--- config.mk ---
export PLATFORM = sky130hd
export DESIGN_NAME = router_reg_flat
export DESIGN_NICKNAME = d
export VERILOG_FILES = /design/src/rtl/router_reg_pkg.sv /design/src/rtl/router_reg_if.sv /design/src/rtl/router_reg_parity_acc.sv /design/src/rtl/router_reg.sv /design/src/flat_wrapper.sv
export SDC_FILE = /design/constraint.sdc
export NUM_CORES = 1
export LEC_CHECK = 0
export BUFFER_PORTS_ARGS = -buffer_cell sky130_fd_sc_hd__buf_2
export CAP_MARGIN = 20
export CORE_MARGIN = 2
export CORE_UTILIZATION = 45
export DETAILED_ROUTE_END_ITERATION = 7
export PLACE_DENSITY = 0.62
export SYNTH_ARGS = -nofsm -noshare
export SYNTH_HDL_FRONTEND = slang
export SYNTH_SLANG_ARGS = --single-unit
--- constraint.sdc ---
create_clock -name clk -period 1.43 [get_ports clk]
set_input_delay 0.0715 -clock clk [delete_from_list [all_inputs] [get_ports clk]]
set_output_delay 0.0715 -clock clk [all_outputs]
set_load 0.02 [all_outputs]
--- src/rtl/router_reg_pkg.sv ---
// Shared types and constants for the router byte datapath and its control FSM.
// Latency: n/a (declarations only).
// Backpressure: n/a.
package router_reg_pkg;

  localparam int DATA_W = 8;
  localparam int ADDR_W = 2;

  // Destination 3 does not exist on a 1x3 router.
  localparam logic [ADDR_W-1:0] ADDR_INVALID = 2'b11;

  typedef logic [DATA_W-1:0] byte_t;

  // Control FSM state encodings; this block only sees their one-hot decodes.
  typedef enum logic [2:0] {
    DECODER_ADDRESS    = 3'd0,
    LOAD_FIRST_DATA    = 3'd1,
    LOAD_DATA          = 3'd2,
    FIFO_FULL_STATE    = 3'd3,
    LOAD_PARITY        = 3'd4,
    CHECK_PARITY_ERROR = 3'd5,
    WAIT_TILL_EMPTY    = 3'd6,
    LOAD_AFTER_FULL    = 3'd7
  } fsm_state_e;

  // True when the header byte addresses a real output port.
  function automatic logic addr_ok(input byte_t hdr);
    return hdr[ADDR_W-1:0] != ADDR_INVALID;
  endfunction

endpackage

--- src/rtl/router_reg_if.sv ---
// Bundle between the control FSM / input port and the byte register stage.
// Latency: n/a (wires only).
// Backpressure: fifo_full is the only stall input; no ready signal back to the source.
interface router_reg_if;
  import router_reg_pkg::*;

  logic  pkt_valid;
  byte_t data_in;
  logic  fifo_full;
  logic  detect_add;
  logic  lfd_state;
  logic  ld_state;
  logic  full_state;
  logic  laf_state;
  logic  rst_int_reg;
  byte_t dout;
  logic  parity_done;
  logic  low_pkt_valid;
  logic  err;

  modport master (
    output pkt_valid, data_in, fifo_full,
    output detect_add, lfd_state, ld_state, full_state, laf_state, rst_int_reg,
    input  dout, parity_done, low_pkt_valid, err
  );

  modport slave (
    input  pkt_valid, data_in, fifo_full,
    input  detect_add, lfd_state, ld_state, full_state, laf_state, rst_int_reg,
    output dout, parity_done, low_pkt_valid, err
  );

endinterface

--- src/rtl/router_reg_parity_acc.sv ---
// Running XOR of the packet bytes, captured parity byte, and mismatch flag.
// Latency: err valid one edge after the compare cycle.
// Backpressure: none; enables come straight from the FSM decodes.
module router_reg_parity_acc
  import router_reg_pkg::*;
(
  input  logic  clk,
  input  logic  rst,
  input  logic  clr_i,
  input  logic  acc_en_i,
  input  byte_t acc_dat_i,
  input  logic  pkt_ld_i,
  input  byte_t pkt_dat_i,
  input  logic  cmp_i,
  input  logic  err_clr_i,
  output logic  err_o
);

  byte_t int_parity_q, int_parity_d;
  byte_t pkt_parity_q, pkt_parity_d;
  logic  err_q, err_d;

  // Next-state for accumulator, captured parity and error flag.
  always_comb begin
    int_parity_d = int_parity_q;
    pkt_parity_d = pkt_parity_q;
    err_d        = err_q;

    if (clr_i)
      int_parity_d = '0;
    else if (acc_en_i)
      int_parity_d = int_parity_q ^ acc_dat_i;

    if (pkt_ld_i)
      pkt_parity_d = pkt_dat_i;

    if (cmp_i)
      err_d = (int_parity_q != pkt_parity_q);
    else if (err_clr_i)
      err_d = 1'b0;
  end

  // Parity state registers.
  always_ff @(posedge clk or posedge rst) begin
    if (rst) begin
      int_parity_q <= '0;
      pkt_parity_q <= '0;
      err_q        <= 1'b0;
    end else begin
      int_parity_q <= int_parity_d;
      pkt_parity_q <= pkt_parity_d;
      err_q        <= err_d;
    end
  end

  assign err_o = err_q;

endmodule

--- src/rtl/router_reg.sv ---
// Router byte register stage: header capture, dout drive, full-stall hold byte, parity check.
// Latency: one cycle from data_in to dout; err one cycle after rst_int_reg.
// Backpressure: on fifo_full the in-flight byte parks in hold_reg and replays in laf_state.
module router_reg
  import router_reg_pkg::*;
(
  input  logic        clk,
  input  logic        rst,
  router_reg_if.slave bus
);

  byte_t dout_q, dout_d;
  byte_t header_q, header_d;
  byte_t hold_q, hold_d;
  logic  parity_done_q, parity_done_d;
  logic  low_pkt_valid_q, low_pkt_valid_d;

  logic  acc_en;
  byte_t acc_dat;
  logic  last_byte;

  // The parity byte is the ld_state byte that arrives with pkt_valid low.
  assign last_byte = bus.ld_state && !bus.pkt_valid;

  // Next-state for header, output byte, hold byte and end-of-packet flags.
  always_comb begin
    header_d        = header_q;
    dout_d          = dout_q;
    hold_d          = hold_q;
    parity_done_d   = parity_done_q;
    low_pkt_valid_d = low_pkt_valid_q;

    if (bus.detect_add && bus.pkt_valid && addr_ok(bus.data_in))
      header_d = bus.data_in;

    if (bus.lfd_state)
      dout_d = header_q;
    else if (bus.ld_state && !bus.fifo_full)
      dout_d = bus.data_in;
    else if (bus.ld_state && bus.fifo_full)
      hold_d = bus.data_in;
    else if (bus.laf_state)
      dout_d = hold_q;
    else if (bus.full_state)
      dout_d = dout_q;

    if (last_byte)
      low_pkt_valid_d = 1'b1;
    else if (bus.rst_int_reg || bus.detect_add)
      low_pkt_valid_d = 1'b0;

    // Second set term covers a parity byte that was parked in hold_reg.
    if ((last_byte && !bus.fifo_full) ||
        (bus.laf_state && low_pkt_valid_q && !parity_done_q))
      parity_done_d = 1'b1;
    else if (bus.detect_add)
      parity_done_d = 1'b0;
  end

  // Datapath registers.
  always_ff @(posedge clk or posedge rst) begin
    if (rst) begin
      dout_q          <= '0;
      header_q        <= '0;
      hold_q          <= '0;
      parity_done_q   <= 1'b0;
      low_pkt_valid_q <= 1'b0;
    end else begin
      dout_q          <= dout_d;
      header_q        <= header_d;
      hold_q          <= hold_d;
      parity_done_q   <= parity_done_d;
      low_pkt_valid_q <= low_pkt_valid_d;
    end
  end

  // Held bytes were already counted when they were consumed in ld_state.
  assign acc_en  = bus.lfd_state || (bus.ld_state && bus.pkt_valid);
  assign acc_dat = bus.lfd_state ? header_q : bus.data_in;

  router_reg_parity_acc u_parity (
    .clk       (clk),
    .rst       (rst),
    .clr_i     (bus.detect_add),
    .acc_en_i  (acc_en),
    .acc_dat_i (acc_dat),
    .pkt_ld_i  (last_byte),
    .pkt_dat_i (bus.data_in),
    .cmp_i     (bus.rst_int_reg),
    .err_clr_i (bus.detect_add && bus.pkt_valid),
    .err_o     (bus.err)
  );

  assign bus.dout          = dout_q;
  assign bus.parity_done   = parity_done_q;
  assign bus.low_pkt_valid = low_pkt_valid_q;

endmodule

--- src/flat_wrapper.sv ---
// flat-port wrapper written by rule: the top's interface ports become plain ports
module router_reg_flat import router_reg_pkg::*;
  (clk, rst, bus_pkt_valid, bus_data_in, bus_fifo_full, bus_detect_add, bus_lfd_state, bus_ld_state, bus_full_state, bus_laf_state, bus_rst_int_reg, bus_dout, bus_parity_done, bus_low_pkt_valid, bus_err);
  router_reg_if bus_i ();
  input  logic clk;
  input  logic rst;
  input wire logic [$bits(bus_i.pkt_valid)-1:0] bus_pkt_valid;
  input wire logic [$bits(bus_i.data_in)-1:0] bus_data_in;
  input wire logic [$bits(bus_i.fifo_full)-1:0] bus_fifo_full;
  input wire logic [$bits(bus_i.detect_add)-1:0] bus_detect_add;
  input wire logic [$bits(bus_i.lfd_state)-1:0] bus_lfd_state;
  input wire logic [$bits(bus_i.ld_state)-1:0] bus_ld_state;
  input wire logic [$bits(bus_i.full_state)-1:0] bus_full_state;
  input wire logic [$bits(bus_i.laf_state)-1:0] bus_laf_state;
  input wire logic [$bits(bus_i.rst_int_reg)-1:0] bus_rst_int_reg;
  output wire logic [$bits(bus_i.dout)-1:0] bus_dout;
  output wire logic [$bits(bus_i.parity_done)-1:0] bus_parity_done;
  output wire logic [$bits(bus_i.low_pkt_valid)-1:0] bus_low_pkt_valid;
  output wire logic [$bits(bus_i.err)-1:0] bus_err;
  assign bus_i.pkt_valid = bus_pkt_valid;
  assign bus_i.data_in = bus_data_in;
  assign bus_i.fifo_full = bus_fifo_full;
  assign bus_i.detect_add = bus_detect_add;
  assign bus_i.lfd_state = bus_lfd_state;
  assign bus_i.ld_state = bus_ld_state;
  assign bus_i.full_state = bus_full_state;
  assign bus_i.laf_state = bus_laf_state;
  assign bus_i.rst_int_reg = bus_rst_int_reg;
  assign bus_dout = bus_i.dout;
  assign bus_parity_done = bus_i.parity_done;
  assign bus_low_pkt_valid = bus_i.low_pkt_valid;
  assign bus_err = bus_i.err;
  router_reg u_core (.clk(clk), .rst(rst), .bus(bus_i));
endmodule
# After elaboration in Yosys (flattened, before gate mapping)
# Cells that the tools add are included.
[totals] ff_bits=43 wordCells=49
[classes] n_mux=13 bitwise_logic=3 eq_ne=3 reduce_logical=22
[ops] operator="$mux W8" count=7
[ops] operator="$logic_and A1 B1 Y1" count=9
[ops] operator="$ne A8 B8 Y1" count=1
[ops] operator="$reduce_bool A2 Y1" count=4
[ops] operator="$xor A8 B8 Y8" count=1
[ops] operator="$mux W1" count=6
[ops] operator="$logic_not A1 Y1" count=3
[ops] operator="$logic_or A1 B1 Y1" count=3
[ops] operator="$ne A3 B2 Y1 const B" count=1
[ops] operator="$reduce_and A3 Y1" count=1
[ops] operator="$reduce_bool A3 Y1" count=1
[ops] operator="$ne A2 B2 Y1 const B" count=1
[ops] operator="$not A1 Y1" count=2
[ops] operator="$reduce_and A2 Y1" count=1

# Depth between registers and ports, before layout
[depth] word_depth=5 mapped_depth=6 ltp_nobuf=4

# Hierarchy
# From an unflattened synthesis, not the netlist that was laid out.
[hier_totals] cells_unflattened=174 hier_area_um2=2029.4
[by_module_without_submodules] mod="router_reg" n_inst=1 area_per_inst_um2=1267.5 cells_per_inst=107 seq_area_each_um2=650.6
[by_module_without_submodules] mod="router_reg_parity_acc" n_inst=1 area_per_inst_um2=762.0 cells_per_inst=67 seq_area_each_um2=425.4

# Worst setup path after synthesis
# OpenSTA, ideal clock, no wires.
[synth_path] path_type="input port to flip-flop" from="in bus_lfd_state" to="reg u_core.u_parity.int_parity_q[0]" slack_ps=434 cell_stages=6 path_buffers=2 arrival_time_ps=864 cell_sequence="buf_4 > and3b_1 > buf_4 > a22oi_2 > xor2_1 > nor2_1"
[synth_between] elab_chain_cells=4 word_cells_on_any_way=6
[synth_lines] item="from (decl)" line_no="flat_wrapper.sv:11" source="input wire logic [$bits(bus_i.lfd_state)-1:0] bus_lfd_state;"
[synth_lines] item="$mux W8" line_no="router_reg.sv:79" source="assign acc_dat = bus.lfd_state ? header_q : bus.data_in;"
[synth_lines] item="$xor A8 B8 Y8" line_no="router_reg_parity_acc.sv:32" source="int_parity_d = int_parity_q ^ acc_dat_i;"
[synth_lines] item="$mux W8" line_no="router_reg_parity_acc.sv:31" source="else if (acc_en_i)"
[synth_lines] item="$mux W8" line_no="router_reg_parity_acc.sv:29" source="if (clr_i)"
[synth_lines] item="to (signal assigned)" line_no="router_reg_parity_acc.sv:50" source="int_parity_q <= int_parity_d;"
[synth_lines] item="to (decl)" line_no="router_reg_parity_acc.sv:19" source="byte_t int_parity_q, int_parity_d;"
# Several ways; a longest one is shown, not always the timed one. The select of a mux whose other input is x is not followed.
# A chain may end at the register's enable or synchronous reset.

# Worst setup path in the final report
[layout_path] from="reg u_core.u_parity.pkt_parity_q[7]" to="reg u_core.u_parity.err_q, in the netlist u_core.u_parity.err_o"
[layout_between] elab_chain_cells=2
[layout_lines] item="from (decl)" line_no="router_reg_parity_acc.sv:20" source="byte_t pkt_parity_q, pkt_parity_d;"
[layout_lines] item="from (signal assigned)" line_no="router_reg_parity_acc.sv:51" source="pkt_parity_q <= pkt_parity_d;"
[layout_lines] item="$ne A8 B8 Y1" line_no="router_reg_parity_acc.sv:38" source="err_d = (int_parity_q != pkt_parity_q);"
[layout_lines] item="$mux W1" line_no="router_reg_parity_acc.sv:37" source="if (cmp_i)"
[layout_lines] item="to (signal assigned)" line_no="router_reg_parity_acc.sv:52" source="err_q <= err_d;"
[layout_lines] item="to (decl)" line_no="router_reg_parity_acc.sv:21" source="logic err_q, err_d;"
# No other way between the ends.

==> out/metrics.json <==
{
  "place.detailed.hpwl_mm": 3.13,
  "numCtsBuffers": 5,
  "synth_enable_flop_cells": 0,
  "setup.reg_to_reg.worst_slack_ns": 0.27,
  "hold_end": "u_core.u_parity.err_o",
  "critPathTopFamily": "flip-flops",
  "post_synthesis_to_final_layout_area_growth_pct": 15.8,
  "worst_clock_skew_ns": 0.00298,
  "synth-async-reset-ratio_pct": 100,
  "synth_compound_gate_area_share_pct": 12.9,
  "core_area_um2": 4350,
  "post_synth_instance_area_um2": 2030,
  "holdCritStartpoint": "bus_rst_int_reg",
  "crit-reg2reg-launch": "u_core.u_parity.pkt_parity_q[7]",
  "synth.avg_cell_area_um2": 12.2,
  "p_comb_share_pct": 21.0,
  "worst_slew_margin_rel_pct": 64.5,
  "postLayoutCellArea_um2": 2350,
  "total_power_draw_uw": 3050,
  "worstPathCellList": "xnor2_1 > nand4_1 > o21ai_0 > o21ai_0",
  "period_minus_slack_ns": 1.16,
  "hold_path.class": "in -> reg",
  "grtUsageTotal_pct": 18.9,
  "clock_path_buffers": 2,
  "initial_antenna_violation_count": 0,
  "clkLatencyLatePin_ns": 0.30,
  "root_buffer": "sky130_fd_sc_hd__clkbuf_8",
  "cts_htree_levels": 2,
  "grt.overflow.total": 0,
  "power.switching_fraction_pct": 28.9,
  "first_global_vias": 1469,
  "status": "completed",
  "antennaDiodeCount": 0,
  "synth_simple_gate_area_share_pct": 11.0,
  "synth_top_area_share_pct": 52.9,
  "drt-vias-per-instance": 5.53,
  "regToRegEndpoint": "u_core.u_parity.err_o",
  "synth_cells": 166,
  "placement.cell_area_um2": 2240,
  "drv.max_cap_violation_count": 0,
  "timing.setup.critical_path_class": "reg -> reg",
  "p_sw_uw": 881,
  "crit_cells": 4,
  "hold_viol_final": 0,
  "finalCritPeriodShare_pct": 81.0,
  "cpPeakStageDelay_ns": 0.40,
  "clkTransAtPathRegs_ns": 0.08,
  "drt-pass1-iter-count": 4,
  "critPathArrivalTime_ns": 1.33,
  "vdd_drop_max_uv": 780,
  "synth_xor_area_share_pct": 6.89,
  "timing.hold.worst_path_depth": 2,
  "power.density_nw_per_um2": 1300,
  "seq_power_share_pct": 51.4,
  "vias": 1404,
  "synth.area.top_cells": "sky130_fd_sc_hd__dfrtp_1 (53%), sky130_fd_sc_hd__mux2_1 (13%), sky130_fd_sc_hd__a22oi_2 (4.9%), sky130_fd_sc_hd__nor2_1 (3.9%), sky130_fd_sc_hd__a221o_1 (3.4%)",
  "io_buffer_count": 27,
  "final_total_negative_setup_slack_ns": 0,
  "cts_tree": "built",
  "combinational_family_with_the_most_area_after_synthesis": "multiplexers",
  "timing.critical_path.buf_inv": 0,
  "timing.critical_path.slowest_stage_cell": "sky130_fd_sc_hd__dfrtp_1",
  "grt_start_max_net_pins": 44,
  "top_level_ports": 29,
  "synth_nets": 184,
  "finalCoreUtilization_pct": 54.1,
  "muxShareOfSynthArea_pct": 13.7,
  "floorplan.die.height_um": 71.2,
  "global_route_wire_length_before_repair_mm": 7.27,
  "sequential_cell_area_fraction_in_the_yosys_report_pct": 52.9,
  "yosys.cell_types.count": 29,
  "worst_ep_required_time_ns": 1.60,
  "p_leak_uw": 0.00107,
  "achievable-frequency_ghz": 0.864,
  "rows": 24,
  "drt_wl_total_mm": 4.32,
  "synth_area_leader_cell": "sky130_fd_sc_hd__dfrtp_1",
  "drt_first_iter_violations": 96,
  "postCtsResizedCells": 0,
  "chipWidth_um": 71.2,
  "antenna_left": 0,
  "timing.reg2reg.worst_path_depth": 4,
  "place_congestion": 0.843,
  "initial_core_util_pct": 46.7,
  "critical-path-top-cell-by-count": "sky130_fd_sc_hd__o21ai_0",
  "detail_route.drc_violations": 0,
  "yosys_most_used_dff": "sky130_fd_sc_hd__dfrtp_1",
  "cts.sink_count": 43,
  "yosys.area_share.adder_pct": 0,
  "nets": 219,
  "intPower_uw": 2170,
  "setup_viol": 0,
  "avgRoutedWirePerCell_um": 17.0,
  "multi_input_comb_area_um2": 905,
  "worst_setup_path_end_kind": "flip-flop",
  "drive_gt1_share_pct": 26.2,
  "drv_slew": 0,
  "synth.yosys.warnings": 0,
  "die-area_um2": 5070,
  "synthesis_stage_register_bit_count": 43,
  "timing_worst_slew_pin_value_ns": 0.532,
  "layout.area.seq_um2": 1080,
  "clock_power_share_pct": 27.6,
  "fillCellCount": 378,
  "worstPathMaxFanout": 2,
  "worstSetupStartpointType": "flip-flop",
  "rsz0062_at_grt": "no"
}
==> worst max path at each step <==
stage / slack [ns] / from / end
2_1_floorplan: 0.36 / rst / u_core.bus.dout[0]
3_3_place_gp: 0.15 / bus_ld_state / u_core.bus.dout[4]
3_5_place_dp: 0.10 / bus_ld_state / u_core.bus.dout[4]
4_1_cts: 0.28 / u_core.u_parity.pkt_parity_q[7] / u_core.u_parity.err_o
5_1_grt: 0.12 / u_core.u_parity.pkt_parity_q[7] / u_core.u_parity.err_o
6_report: 0.27 / u_core.u_parity.pkt_parity_q[7] / u_core.u_parity.err_o
==> registers in the layout (all words and copies together) (netlist names) <==
register                      flops
u_core.u_parity.pkt_parity_q      8
u_core.u_parity.err_o             1
u_core.header_q                   8
u_core.hold_q                     8
u_core.bus.parity_done            1
u_core.bus.dout                   8
u_core.u_parity.int_parity_q      8
u_core.bus.low_pkt_valid          1
==> through the flow <==
stage / hold WS (ns) / instances / setup slack (ns)
2_1_floorplan: 0.179 / 166 / 0.356
3_3_place_gp: 0.225 / 245 / 0.153
3_5_place_dp: 0.246 / 245 / 0.101
4_1_cts: 0.00340 / 254 / 0.282
5_1_grt: 0.0194 / 254 / 0.122
6_report: 0.00725 / 254 / 0.272
==> cell families after synthesis <==
family,count (synthesis)
mux,25
simple gates,45
compound gates,28
xor+xnor,16
flops,43
buf+inv,9
==> cells in the final DEF, fill, tap and decap left out, types with 2 or more instances in the layout <==
cell type                   n
sky130_fd_sc_hd__nand4_1    2
sky130_fd_sc_hd__mux2i_1    2
sky130_fd_sc_hd__o21ai_0    3
sky130_fd_sc_hd__nand2_1   15
sky130_fd_sc_hd__a21o_1     2
sky130_fd_sc_hd__a221o_1    7
sky130_fd_sc_hd__xor2_1     8
sky130_fd_sc_hd__dfrtp_1   43
sky130_fd_sc_hd__a22oi_2    8
sky130_fd_sc_hd__clkbuf_8   7
sky130_fd_sc_hd__xnor2_1    8
sky130_fd_sc_hd__buf_4      8
sky130_fd_sc_hd__buf_2     27
sky130_fd_sc_hd__nor2_1    21
sky130_fd_sc_hd__o22a_1     5
sky130_fd_sc_hd__mux2_1    23
==> power groups by stage <==
stage / registers (uW) / logic [uW] / clock network, uW
3_3_place_gp: 1580 / 629 / 0
4_1_cts: 1570 / 654 / 867
6_report: 1570 / 642 / 843
2_1_floorplan: 1630 / 400 / 0
5_1_grt: 1590 / 716 / 926
3_5_place_dp: 1590 / 648 / 0
==> cell usage after synthesis (all sizes together), types with 2 or more instances <==
cell	n
mux2i	2
nand2	15
nor3	2
nor2	21
a21o	2
o21ai	4
dfrtp	43
buf	7
nor2b	2
xnor2	8
mux2	23
xor2	8
nand4	2
a22oi	9
a221o	7
o22a	5
==> timing repair <==
action,in CTS,in global routing
hold endpoints to repair,43,0
hold buffers,1,0
setup buffers,0,0
==> per-layer routing <==
metal  global-route usage (%)  vias to the layer above  wire, um
met4                     7.34                        0        73
met3                     4.92                        7       184
li1                         -                      657         -
met2                     31.0                       31      2170
met1                     24.2                      709      1890
met5                        0                        -         0
==> area by class of cell <==
cell class,instances,area share [%]
flip-flops and latches,43,45.7
repair buffers,36,8.71
inverters,1,0.159
multi-input cells,114,38.4
clock buffers,8,4.25
well taps,52,2.76
Power figures use the tool's default switching activity.
